**src/rtl/comb_sweep_pkg.sv**
```systemverilog
// Shared types and constants for the truth-table sweep sequencer and its datapath.
package comb_sweep_pkg;
    typedef enum logic [1:0] {
        IDLE   = 2'd0,
        DRIVE  = 2'd1,
        SAMPLE = 2'd2,
        DONE   = 2'd3
    } state_t;

    localparam int NUM_VEC = 16;

    // Truth tables of the two functions; bit i is the output for vector index i.
    localparam logic [15:0] F1_GOLDEN = 16'h35A5;
    localparam logic [15:0] F2_GOLDEN = 16'hEEE2;
endpackage

```
**src/rtl/comb_sweep_ctrl_if.sv**
```systemverilog
// Configuration/result bus between a test master and the sweep sequencer.
// start/abort are level-sampled pulses; done is a one-cycle pulse; results hold until the next start.
interface comb_sweep_ctrl_if;
    logic        start;
    logic        abort;
    logic [15:0] exp_f1;
    logic [15:0] exp_f2;
    logic        busy;
    logic        done;
    logic [15:0] tt_f1;
    logic [15:0] tt_f2;
    logic [5:0]  mismatch_cnt;
    logic        pass;

    modport master (
        output start, abort, exp_f1, exp_f2,
        input  busy, done, tt_f1, tt_f2, mismatch_cnt, pass
    );

    modport slave (
        input  start, abort, exp_f1, exp_f2,
        output busy, done, tt_f1, tt_f2, mismatch_cnt, pass
    );
endinterface

```
**src/rtl/comb_sweep_ctrl.sv**
```systemverilog
// Walks all 16 input vectors through the combinational block, builds both truth tables
// and counts mismatches against expected tables latched at start.
module comb_sweep_ctrl
    import comb_sweep_pkg::*;
#(
    parameter int SETTLE = 1,
    parameter int CNT_W  = 4
) (
    input  logic              clk,
    input  logic              rst,
    comb_sweep_ctrl_if.slave  cfg,
    output logic [3:0]        vec_abcd,
    output logic [3:0]        vec_wxyz,
    input  logic              f1_in,
    input  logic              f2_in,
    output state_t            state
);
    localparam logic [CNT_W-1:0] SETTLE_LAST = CNT_W'(SETTLE - 1);
    localparam logic [3:0]       LAST_IDX    = 4'(NUM_VEC - 1);

    state_t           next_state;
    logic [3:0]       idx;
    logic [CNT_W-1:0] settle_cnt;
    logic [15:0]      exp_f1_lat;
    logic [15:0]      exp_f2_lat;
    logic             start_ok;

    assign start_ok = cfg.start && !cfg.abort;

    always_ff @(posedge clk) begin
        if (rst) state <= IDLE;
        else     state <= next_state;
    end

    always_comb begin
        next_state = state;
        case (state)
            IDLE:    if (start_ok) next_state = DRIVE;
            DRIVE:   if (cfg.abort) next_state = IDLE;
                     else if (settle_cnt == SETTLE_LAST) next_state = SAMPLE;
            SAMPLE:  if (cfg.abort) next_state = IDLE;
                     else if (idx == LAST_IDX) next_state = DONE;
                     else next_state = DRIVE;
            DONE:    next_state = IDLE;
            default: next_state = IDLE;
        endcase
    end

    always_comb begin
        cfg.busy = (state == DRIVE) || (state == SAMPLE);
        cfg.done = (state == DONE);
        vec_abcd = cfg.busy ? idx : 4'd0;
        vec_wxyz = cfg.busy ? idx : 4'd0;
    end

    // An abort drops the in-flight sample; partial tables and count are left visible.
    always_ff @(posedge clk) begin
        if (rst) begin
            idx              <= 4'd0;
            settle_cnt       <= '0;
            exp_f1_lat       <= 16'd0;
            exp_f2_lat       <= 16'd0;
            cfg.tt_f1        <= 16'd0;
            cfg.tt_f2        <= 16'd0;
            cfg.mismatch_cnt <= 6'd0;
            cfg.pass         <= 1'b0;
        end else begin
            case (state)
                IDLE: begin
                    if (start_ok) begin
                        exp_f1_lat       <= cfg.exp_f1;
                        exp_f2_lat       <= cfg.exp_f2;
                        cfg.tt_f1        <= 16'd0;
                        cfg.tt_f2        <= 16'd0;
                        cfg.mismatch_cnt <= 6'd0;
                        cfg.pass         <= 1'b0;
                        idx              <= 4'd0;
                        settle_cnt       <= '0;
                    end
                end
                DRIVE: begin
                    if (cfg.abort) cfg.pass <= 1'b0;
                    else           settle_cnt <= settle_cnt + CNT_W'(1);
                end
                SAMPLE: begin
                    if (cfg.abort) begin
                        cfg.pass <= 1'b0;
                    end else begin
                        cfg.tt_f1[idx]   <= f1_in;
                        cfg.tt_f2[idx]   <= f2_in;
                        cfg.mismatch_cnt <= cfg.mismatch_cnt
                                          + {5'd0, f1_in ^ exp_f1_lat[idx]}
                                          + {5'd0, f2_in ^ exp_f2_lat[idx]};
                        if (idx != LAST_IDX) begin
                            idx        <= idx + 4'd1;
                            settle_cnt <= '0;
                        end
                    end
                end
                DONE: cfg.pass <= (cfg.mismatch_cnt == 6'd0);
                default: ;
            endcase
        end
    end
endmodule

```
**src/flat_wrapper.sv**
```systemverilog
// flat-port wrapper written by rule: the top's interface ports become plain ports
module comb_sweep_ctrl_flat import comb_sweep_pkg::*;
#(
    parameter int SETTLE = 1,
    parameter int CNT_W  = 4
)
  (clk, rst, vec_abcd, vec_wxyz, f1_in, f2_in, state, cfg_start, cfg_abort, cfg_exp_f1, cfg_exp_f2, cfg_busy, cfg_done, cfg_tt_f1, cfg_tt_f2, cfg_mismatch_cnt, cfg_pass);
  comb_sweep_ctrl_if cfg_i ();
  input  logic clk;
  input  logic rst;
  output logic [3:0] vec_abcd;
  output logic [3:0] vec_wxyz;
  input  logic f1_in;
  input  logic f2_in;
  output state_t state;
  input wire logic [$bits(cfg_i.start)-1:0] cfg_start;
  input wire logic [$bits(cfg_i.abort)-1:0] cfg_abort;
  input wire logic [$bits(cfg_i.exp_f1)-1:0] cfg_exp_f1;
  input wire logic [$bits(cfg_i.exp_f2)-1:0] cfg_exp_f2;
  output wire logic [$bits(cfg_i.busy)-1:0] cfg_busy;
  output wire logic [$bits(cfg_i.done)-1:0] cfg_done;
  output wire logic [$bits(cfg_i.tt_f1)-1:0] cfg_tt_f1;
  output wire logic [$bits(cfg_i.tt_f2)-1:0] cfg_tt_f2;
  output wire logic [$bits(cfg_i.mismatch_cnt)-1:0] cfg_mismatch_cnt;
  output wire logic [$bits(cfg_i.pass)-1:0] cfg_pass;
  assign cfg_i.start = cfg_start;
  assign cfg_i.abort = cfg_abort;
  assign cfg_i.exp_f1 = cfg_exp_f1;
  assign cfg_i.exp_f2 = cfg_exp_f2;
  assign cfg_busy = cfg_i.busy;
  assign cfg_done = cfg_i.done;
  assign cfg_tt_f1 = cfg_i.tt_f1;
  assign cfg_tt_f2 = cfg_i.tt_f2;
  assign cfg_mismatch_cnt = cfg_i.mismatch_cnt;
  assign cfg_pass = cfg_i.pass;
  comb_sweep_ctrl #(.SETTLE(SETTLE), .CNT_W(CNT_W)) u_core (.clk(clk), .rst(rst), .cfg(cfg_i), .vec_abcd(vec_abcd), .vec_wxyz(vec_wxyz), .f1_in(f1_in), .f2_in(f2_in), .state(state));
endmodule
```
**config.mk**
```make
export PLATFORM = sky130hd
export DESIGN_NAME = comb_sweep_ctrl_flat
export DESIGN_NICKNAME = d
export VERILOG_FILES = /design/src/rtl/comb_sweep_pkg.sv /design/src/rtl/comb_sweep_ctrl_if.sv /design/src/rtl/comb_sweep_ctrl.sv /design/src/flat_wrapper.sv
export SDC_FILE = /design/constraint.sdc
export NUM_CORES = 1
export LEC_CHECK = 0
export ABC_CLOCK_PERIOD_IN_PS = 5800
export BUFFER_PORTS_ARGS = -buffer_cell sky130_fd_sc_hd__buf_2
export CAP_MARGIN = 10
export CELL_PAD_IN_SITES_DETAIL_PLACEMENT = 0
export CELL_PAD_IN_SITES_GLOBAL_PLACEMENT = 1
export CORE_MARGIN = 5
export CORE_UTILIZATION = 42
export CTS_BUF_LIST = sky130_fd_sc_hd__clkbuf_4 sky130_fd_sc_hd__clkbuf_8 sky130_fd_sc_hd__clkbuf_16
export DETAILED_ROUTE_END_ITERATION = 8
export GPL_TIMING_DRIVEN = 0
export PLACE_DENSITY_LB_ADDON = 0.08
export SLEW_MARGIN = 20
export SYNTH_ARGS = -nofsm -noshare
export SYNTH_HDL_FRONTEND = slang
export SYNTH_SLANG_ARGS = --single-unit
```
**constraint.sdc**
```tcl
create_clock -name clk -period 5.8 [get_ports clk]
set_clock_uncertainty 0.2 [all_clocks]
set_input_delay 0.29 -clock clk [delete_from_list [all_inputs] [get_ports clk]]
set_output_delay 0.29 -clock clk [all_outputs]
set_load 0.1 [all_outputs]
```
==> results of run 1 <==
-- final cells by class --
type                       count  area (um^2)
clock buffer                   9          124
clock inverter                 7          106
timing repair buffer         119          751
fill                         862         3870
buffer                        41          185
multi-input combinational    316         1940
sequential                    81         1620
tap                          108          135
inverter                       9         33.8
-- stage by stage --
step	worst slack, ps	power [mW]	std cells	hold WS (ps)	util
after global routing	2390	1.27	690	39.5	0.559
final	2540	1.23	690	20.9	0.559
after floorplan	1890	0.694	447	226	-
after CTS	2520	1.24	690	0.998	0.559
after detailed placement	2540	0.740	643	243	0.497
after global placement	2530	0.737	643	238	0.497
-- state kept, by name, indices dropped and copies added (netlist names) --
signal	count
u_core.cfg.tt_f1	16
u_core.cfg.tt_f2	16
u_core.exp_f1_lat	16
u_core.exp_f2_lat	16
u_core.cfg.mismatch_cnt	6
u_core.idx	4
u_core.settle_cnt	4
u_core.state	2
u_core.cfg.pass	1
-- timing repair --
item / in CTS / in global routing
hold endpoints to repair: 31 / 0
setup buffers: 0 / 0
hold buffers: 31 / 0
resized for setup: 0 / 0
-- per-layer routing --
metal | wire length [um] | part of all wire | track usage | vias up
li1 | - | - | - | 1829
met1 | 5140 | 0.47 | 0.257 | 1703
met2 | 5050 | 0.46 | 0.313 | 104
met3 | 508 | 0.047 | 0.0296 | 18
met4 | 205 | 0.019 | 0.0667 | 0
met5 | 0 | 0 | 0 | -
-- where the power goes --
group / total, mW / leakage, nW / internal (mW) / switching, mW
combinational: 0.164 / 1.24 / 0.0612 / 0.103
sequential: 0.579 / 0.656 / 0.571 / 0.00857
clock: 0.486 / 0.117 / 0.252 / 0.234
total: 1.23 / 2.01 / 0.884 / 0.345
-- how the worst max path moves through the flow --
stage	startpoint	to	slack, ps	cells after the start
floorplan	u_core.state[0]	vec_wxyz[2]	1890	4
global placement	u_core.idx[1]	u_core.cfg.mismatch_cnt[4]	2530	9
detailed placement	u_core.idx[1]	u_core.cfg.mismatch_cnt[4]	2540	9
CTS	u_core.idx[1]	u_core.cfg.mismatch_cnt[4]	2520	9
global route	u_core.idx[1]	u_core.cfg.mismatch_cnt[2]	2390	9
finish	u_core.idx[1]	u_core.cfg.mismatch_cnt[4]	2540	9
-- Yosys cell counts, drive strengths merged, types with 2 or more instances --
| master | count |
|---|---|
| or3 | 2 |
| nor4 | 2 |
| ha | 11 |
| xor2 | 3 |
| nor2b | 5 |
| a21oi | 82 |
| nand2 | 70 |
| clkbuf | 28 |
| a22oi | 3 |
| buf | 13 |
| or2 | 2 |
| mux2i | 3 |
| nor3b | 4 |
| nor3 | 2 |
| nor2 | 15 |
| inv | 8 |
| nand4b | 2 |
| xnor2 | 4 |
| nand2b | 5 |
| mux4 | 10 |
| o21ai | 35 |
| and2 | 4 |
| dfxtp | 81 |
| o32ai | 2 |
| a31oi | 3 |
| nand3 | 28 |
| nand4 | 8 |
-- kinds of logic after synthesis --
group                    share of synthesized area
adder cells (fa/ha/maj)                     0.0417
AO/OA/AOI/OAI                                0.180
buffers and inverters                       0.0579
multiplexers                                0.0784
AND/OR/NAND/NOR                              0.197
flip-flops                                   0.429
XOR/XNOR                                    0.0162
-- worst max-delay path: cells and delay by family (launching register included) --
family	cells	cell delay, ps
adder cells (fa/ha/maj)	2	630
multiplexers	2	1100
flip-flops	1	490
XOR/XNOR	2	330
buffers and inverters	1	210
AND/OR/NAND/NOR	2	200
==> impl_metrics.py, run 1 <==
metrics = {
    "global_routing": {
        "grt_pass1_vias": 3463,
        "grt_first_pass_wirelength_mm": 17.2,
        "grt_max_degree": 17,
        "antenna_found_initial": 0,
        "grtUsageTotal": 0.191,
        "grt-ovfl-total": 0,
    },
    "placement": {
        "dpl_cell_area_mm2": 0.00436,
        "routabilityCongestion": 0.850,
        "dp_hpwl_mm": 7.62,
        "io_buffer_count": 88,
    },
    "worst_hold_path": {
        "holdPathStages": 3,
        "hold_start": "cfg_exp_f1[14]",
        "min_path_type": "in2reg",
        "holdPathEnd": "u_core.exp_f1_lat[14]",
    },
    "cells_and_area": {
        "nets": 627,
        "final_design_area_no_fill_mm2": 0.00490,
        "final_common_cell": "buf_2",
        "antennaDiodeCount": 0,
        "layout_common_cells": "buf_2 (95), a21oi_1 (82), dfxtp_1 (81), nand2_1 (70), o21ai_0 (35)",
        "area_growth_pct": 29.5,
        "drive_gt1_frac": 0.216,
    },
    "sta": {
        "rsz0062_at_grt": "false",
        "fin_crit_sh": 0.563,
        "maxSlewHeadroom": 0.565,
        "fmax_ghz": 0.306,
        "tightest_slew_ps": 652,
        "setup_tns_ps": 0,
        "setup_viol": 0,
        "min_period_ps": 3260,
        "slew_viol_final": 0,
        "hold_viol": 0,
    },
    "setup_path": {
        "rr_endpoint": "u_core.cfg.mismatch_cnt[4]",
        "slowest_stage": "mux4_1",
        "critPathMaxFanout": 10,
        "path_cells": "buf_6, mux4_1, mux4_2, xor2_1, fa_1, ha_1, nor4b_1, xnor2_1, nor2_1",
        "critPathRequiredTime_ps": 5840,
        "r2r_slack_ps": 2540,
        "arrival_ps": 3310,
        "crit_type": "reg2reg",
        "worst_path_largest_cell_delay_ps": 570,
        "r2r_cells": 9,
        "r2r_start": "u_core.idx[1]",
        "endpoint_kind": "flip-flop",
        "start_kind": "flip-flop",
    },
    "drt": {
        "firstDrtPassIters": 4,
        "vias": 3654,
        "ant_nets": 0,
        "wl_mm": 10.9,
        "drt_iter0_markers": 178,
        "drc": 0,
        "avgRoutedWirePerCell_um": 15.8,
        "vias_per_cell": 5.30,
    },
    "power_and_ir_drop": {
        "ir_worst_vdd_v": 0.000161,
        "power_leakage_nw": 2.01,
        "powerDensity_mw_per_mm2": 251,
    },
    "clock_tree": {
        "clockBufferDepth": 2,
        "path_clk_slew_ps": 90,
        "clock_sinks": 81,
        "cts_tree": "yes",
        "htree_levels": 3,
        "cts_buffers": 9,
        "cts_root_buf": "clkbuf_8",
        "worstSkewPairLatency_ps": 350,
    },
    "die": {
        "die_h_um": 105,
        "core_mm2": 0.00876,
        "die-area_mm2": 0.0110,
        "initial_core_util": 0.431,
        "pin_count": 89,
        "die_x_um": 105,
        "num_rows": 34,
    },
    "logic_synthesis": {
        "syn_nets": 497,
        "synth_area_per_cell_um2": 8.46,
        "netlist_instances": 447,
        "ys_warn_count": 0,
        "synth_area_leaders": "dfxtp_1 (43%), a21oi_1 (11%), nand2_1 (7.0%)",
        "synth_ff_type": "dfxtp_1",
        "synth_cell_types": 46,
        "synth_top_cell_by_area": "dfxtp_1",
        "synth_edf_count": 0,
        "synthArstFlopShare": 0,
        "syn_area_mm2": 0.00378,
        "yosysTopAreaCellShare": 0.429,
        "synth-seq-area-share": 0.429,
        "synth_seq_cells": 81,
    },
    "outcome": {
        "status": "complete, no violations",
    },
    "flow_run": {
        "drv_cap": 0,
    },
}
Note: power is estimated with default switching activity, not from simulation.
==> run 2: changes to the inputs <==
--- a/config.mk
+++ b/config.mk
@@ -5,13 +5,13 @@
 export SDC_FILE = /design/constraint.sdc
 export NUM_CORES = 1
 export LEC_CHECK = 0
-export ABC_CLOCK_PERIOD_IN_PS = 5800
+export ABC_CLOCK_PERIOD_IN_PS = 2730
 export BUFFER_PORTS_ARGS = -buffer_cell sky130_fd_sc_hd__buf_2
 export CAP_MARGIN = 10
 export CELL_PAD_IN_SITES_DETAIL_PLACEMENT = 0
 export CELL_PAD_IN_SITES_GLOBAL_PLACEMENT = 1
 export CORE_MARGIN = 5
-export CORE_UTILIZATION = 42
+export CORE_UTILIZATION = 36
 export CTS_BUF_LIST = sky130_fd_sc_hd__clkbuf_4 sky130_fd_sc_hd__clkbuf_8 sky130_fd_sc_hd__clkbuf_16
 export DETAILED_ROUTE_END_ITERATION = 8
 export GPL_TIMING_DRIVEN = 0
==> constraint.sdc (replaced) <==
create_clock -name clk -period 2.73 [get_ports clk]
set_clock_uncertainty 0.2 [all_clocks]
set_input_delay 0.1365 -clock clk [delete_from_list [all_inputs] [get_ports clk]]
set_output_delay 0.1365 -clock clk [all_outputs]
set_load 0.1 [all_outputs]
==> impl_metrics.py, run 2 (synthesis gave the netlist of run 1 again) <==
metrics = {
    "placement": {
        "routabilityCongestion": 0.780,
        "dp_hpwl_mm": 8.12,
        "place_ws_ps": -362,
        "dpl.cell_count": 671,
        "io_buffer_count": 88,
    },
    "die": {
        "initial_core_util": 0.368,
        "core_mm2": 0.0103,
        "pin_count": 89,
        "die_h_um": 112,
        "die_x_um": 112,
        "num_rows": 37,
        "die-area_mm2": 0.0126,
    },
    "cells_and_area": {
        "area_growth_pct": 33.1,
        "nets": 632,
        "layout_common_cells": "buf_2 (93), a21oi_1 (82), dfxtp_1 (78), nand2_1 (70), o21ai_0 (35)",
        "final_cell_count_no_fill": 722,
        "final_common_cell": "buf_2",
        "drive_gt1_frac": 0.259,
        "final_util": 0.490,
        "antennaDiodeCount": 0,
    },
    "sta": {
        "fin_crit_sh": 1.09,
        "maxSlewHeadroom": 0.601,
        "setup_tns_ps": -950,
        "min_period_ps": 2980,
        "hold_ws_ps": 119,
        "tightest_slew_ps": 598,
        "slew_viol_final": 0,
        "fin_ws_ps": -247,
        "hold_viol": 0,
        "setup_viol": 6,
        "fmax_ghz": 0.336,
        "rsz0062_at_grt": "true",
    },
    "drt": {
        "vias": 3685,
        "drt_iter0_markers": 255,
        "drc": 0,
        "firstDrtPassIters": 4,
        "avgRoutedWirePerCell_um": 15.7,
        "ant_nets": 0,
        "vias_per_cell": 5.10,
        "wl_mm": 11.4,
    },
    "clock_tree": {
        "htree_levels": 3,
        "cts_tree": "yes",
        "clock_sinks": 81,
        "path_clk_slew_ps": 80,
        "cts_root_buf": "clkbuf_8",
        "cts_buffers": 9,
        "clockBufferDepth": 2,
        "worstSkewPairLatency_ps": 350,
    },
    "global_routing": {
        "antenna_found_initial": 0,
        "grt_pass1_vias": 3623,
        "grtUsageTotal": 0.183,
        "grt-ovfl-total": 0,
        "grt_first_pass_wirelength_mm": 18.7,
        "grt_max_degree": 13,
    },
    "power_and_ir_drop": {
        "ir_worst_vdd_v": 0.000268,
        "power_leakage_nw": 2.00,
        "powerDensity_mw_per_mm2": 496,
    },
    "setup_path": {
        "start_kind": "flip-flop",
        "crit_type": "reg2reg",
        "endpoint_kind": "flip-flop",
        "critPathMaxFanout": 6,
        "arrival_ps": 3020,
        "critPathRequiredTime_ps": 2770,
    },
    "outcome": {
        "violations": "setup timing",
        "status": "complete, but fails checks",
    },
    "flow_run": {
        "drv_cap": 0,
    },
    "worst_hold_path": {
        "min_path_type": "in2reg",
    },
}
## run 2: what timing repair did
action | CTS | global route
pin swaps | 5 | 5
gates cloned | 0 | 0
hold buffers | 33 | 0
setup endpoints to repair | 6 | 24
endpoints found under the hold margin | 34 | 0
gates resized for setup | 6 | 9
buffers inserted | 3 | 0
## run 2: through the flow
stage / total power, mW / area, um^2
after CTS: 2.52 / 5020
after floorplan: 1.48 / 3810
after global routing: 2.63 / 5030
after global placement: 1.58 / 4420
final: 2.50 / 5030
after detailed placement: 1.58 / 4420
## run 2: final cells by class
class / instances / area [um^2]
inverter: 9 / 33.8
timing repair buffer: 124 / 806
buffer: 41 / 209
tap: 136 / 170
clock buffer: 12 / 159
clock inverter: 3 / 40.0
fill: 1050 / 5250
sequential: 81 / 1630
multi-input combinational: 316 / 1990
## run 2: final timing paths
path / from / cells past startpoint / end / slack, ps
min reg2reg: u_core.exp_f2_lat[7] / 2 / u_core.exp_f2_lat[7] / 250
min: f2_in / 4 / u_core.cfg.tt_f2[1] / 120
max reg2reg: u_core.idx[1] / 9 / u_core.cfg.mismatch_cnt[2] / -250
max: u_core.idx[1] / 9 / u_core.cfg.mismatch_cnt[2] / -250
## run 2: power by group
group          internal (mW)  leakage, nW  switching [mW]
sequential              1.21        0.657          0.0186
clock                  0.476        0.106           0.427
combinational          0.139         1.24           0.224
## run 2: critical path: stages (launching register included)
cell and delay [ps]:
dfxtp_4 400, buf_12 140, mux4_2 520, mux4_2 530, xor2_2 170, fa_2 390, ha_4 170, nor3b_1 140
xnor2_1 170, nor2_1 50
## run 2: per-layer routing
layer  part of all wire  vias up  track usage
met5                  0        -            0
met4             0.0086        0       0.0417
met3              0.045       10       0.0426
met2               0.48       84        0.294
met1               0.47     1764        0.251
li1                   -     1827            -
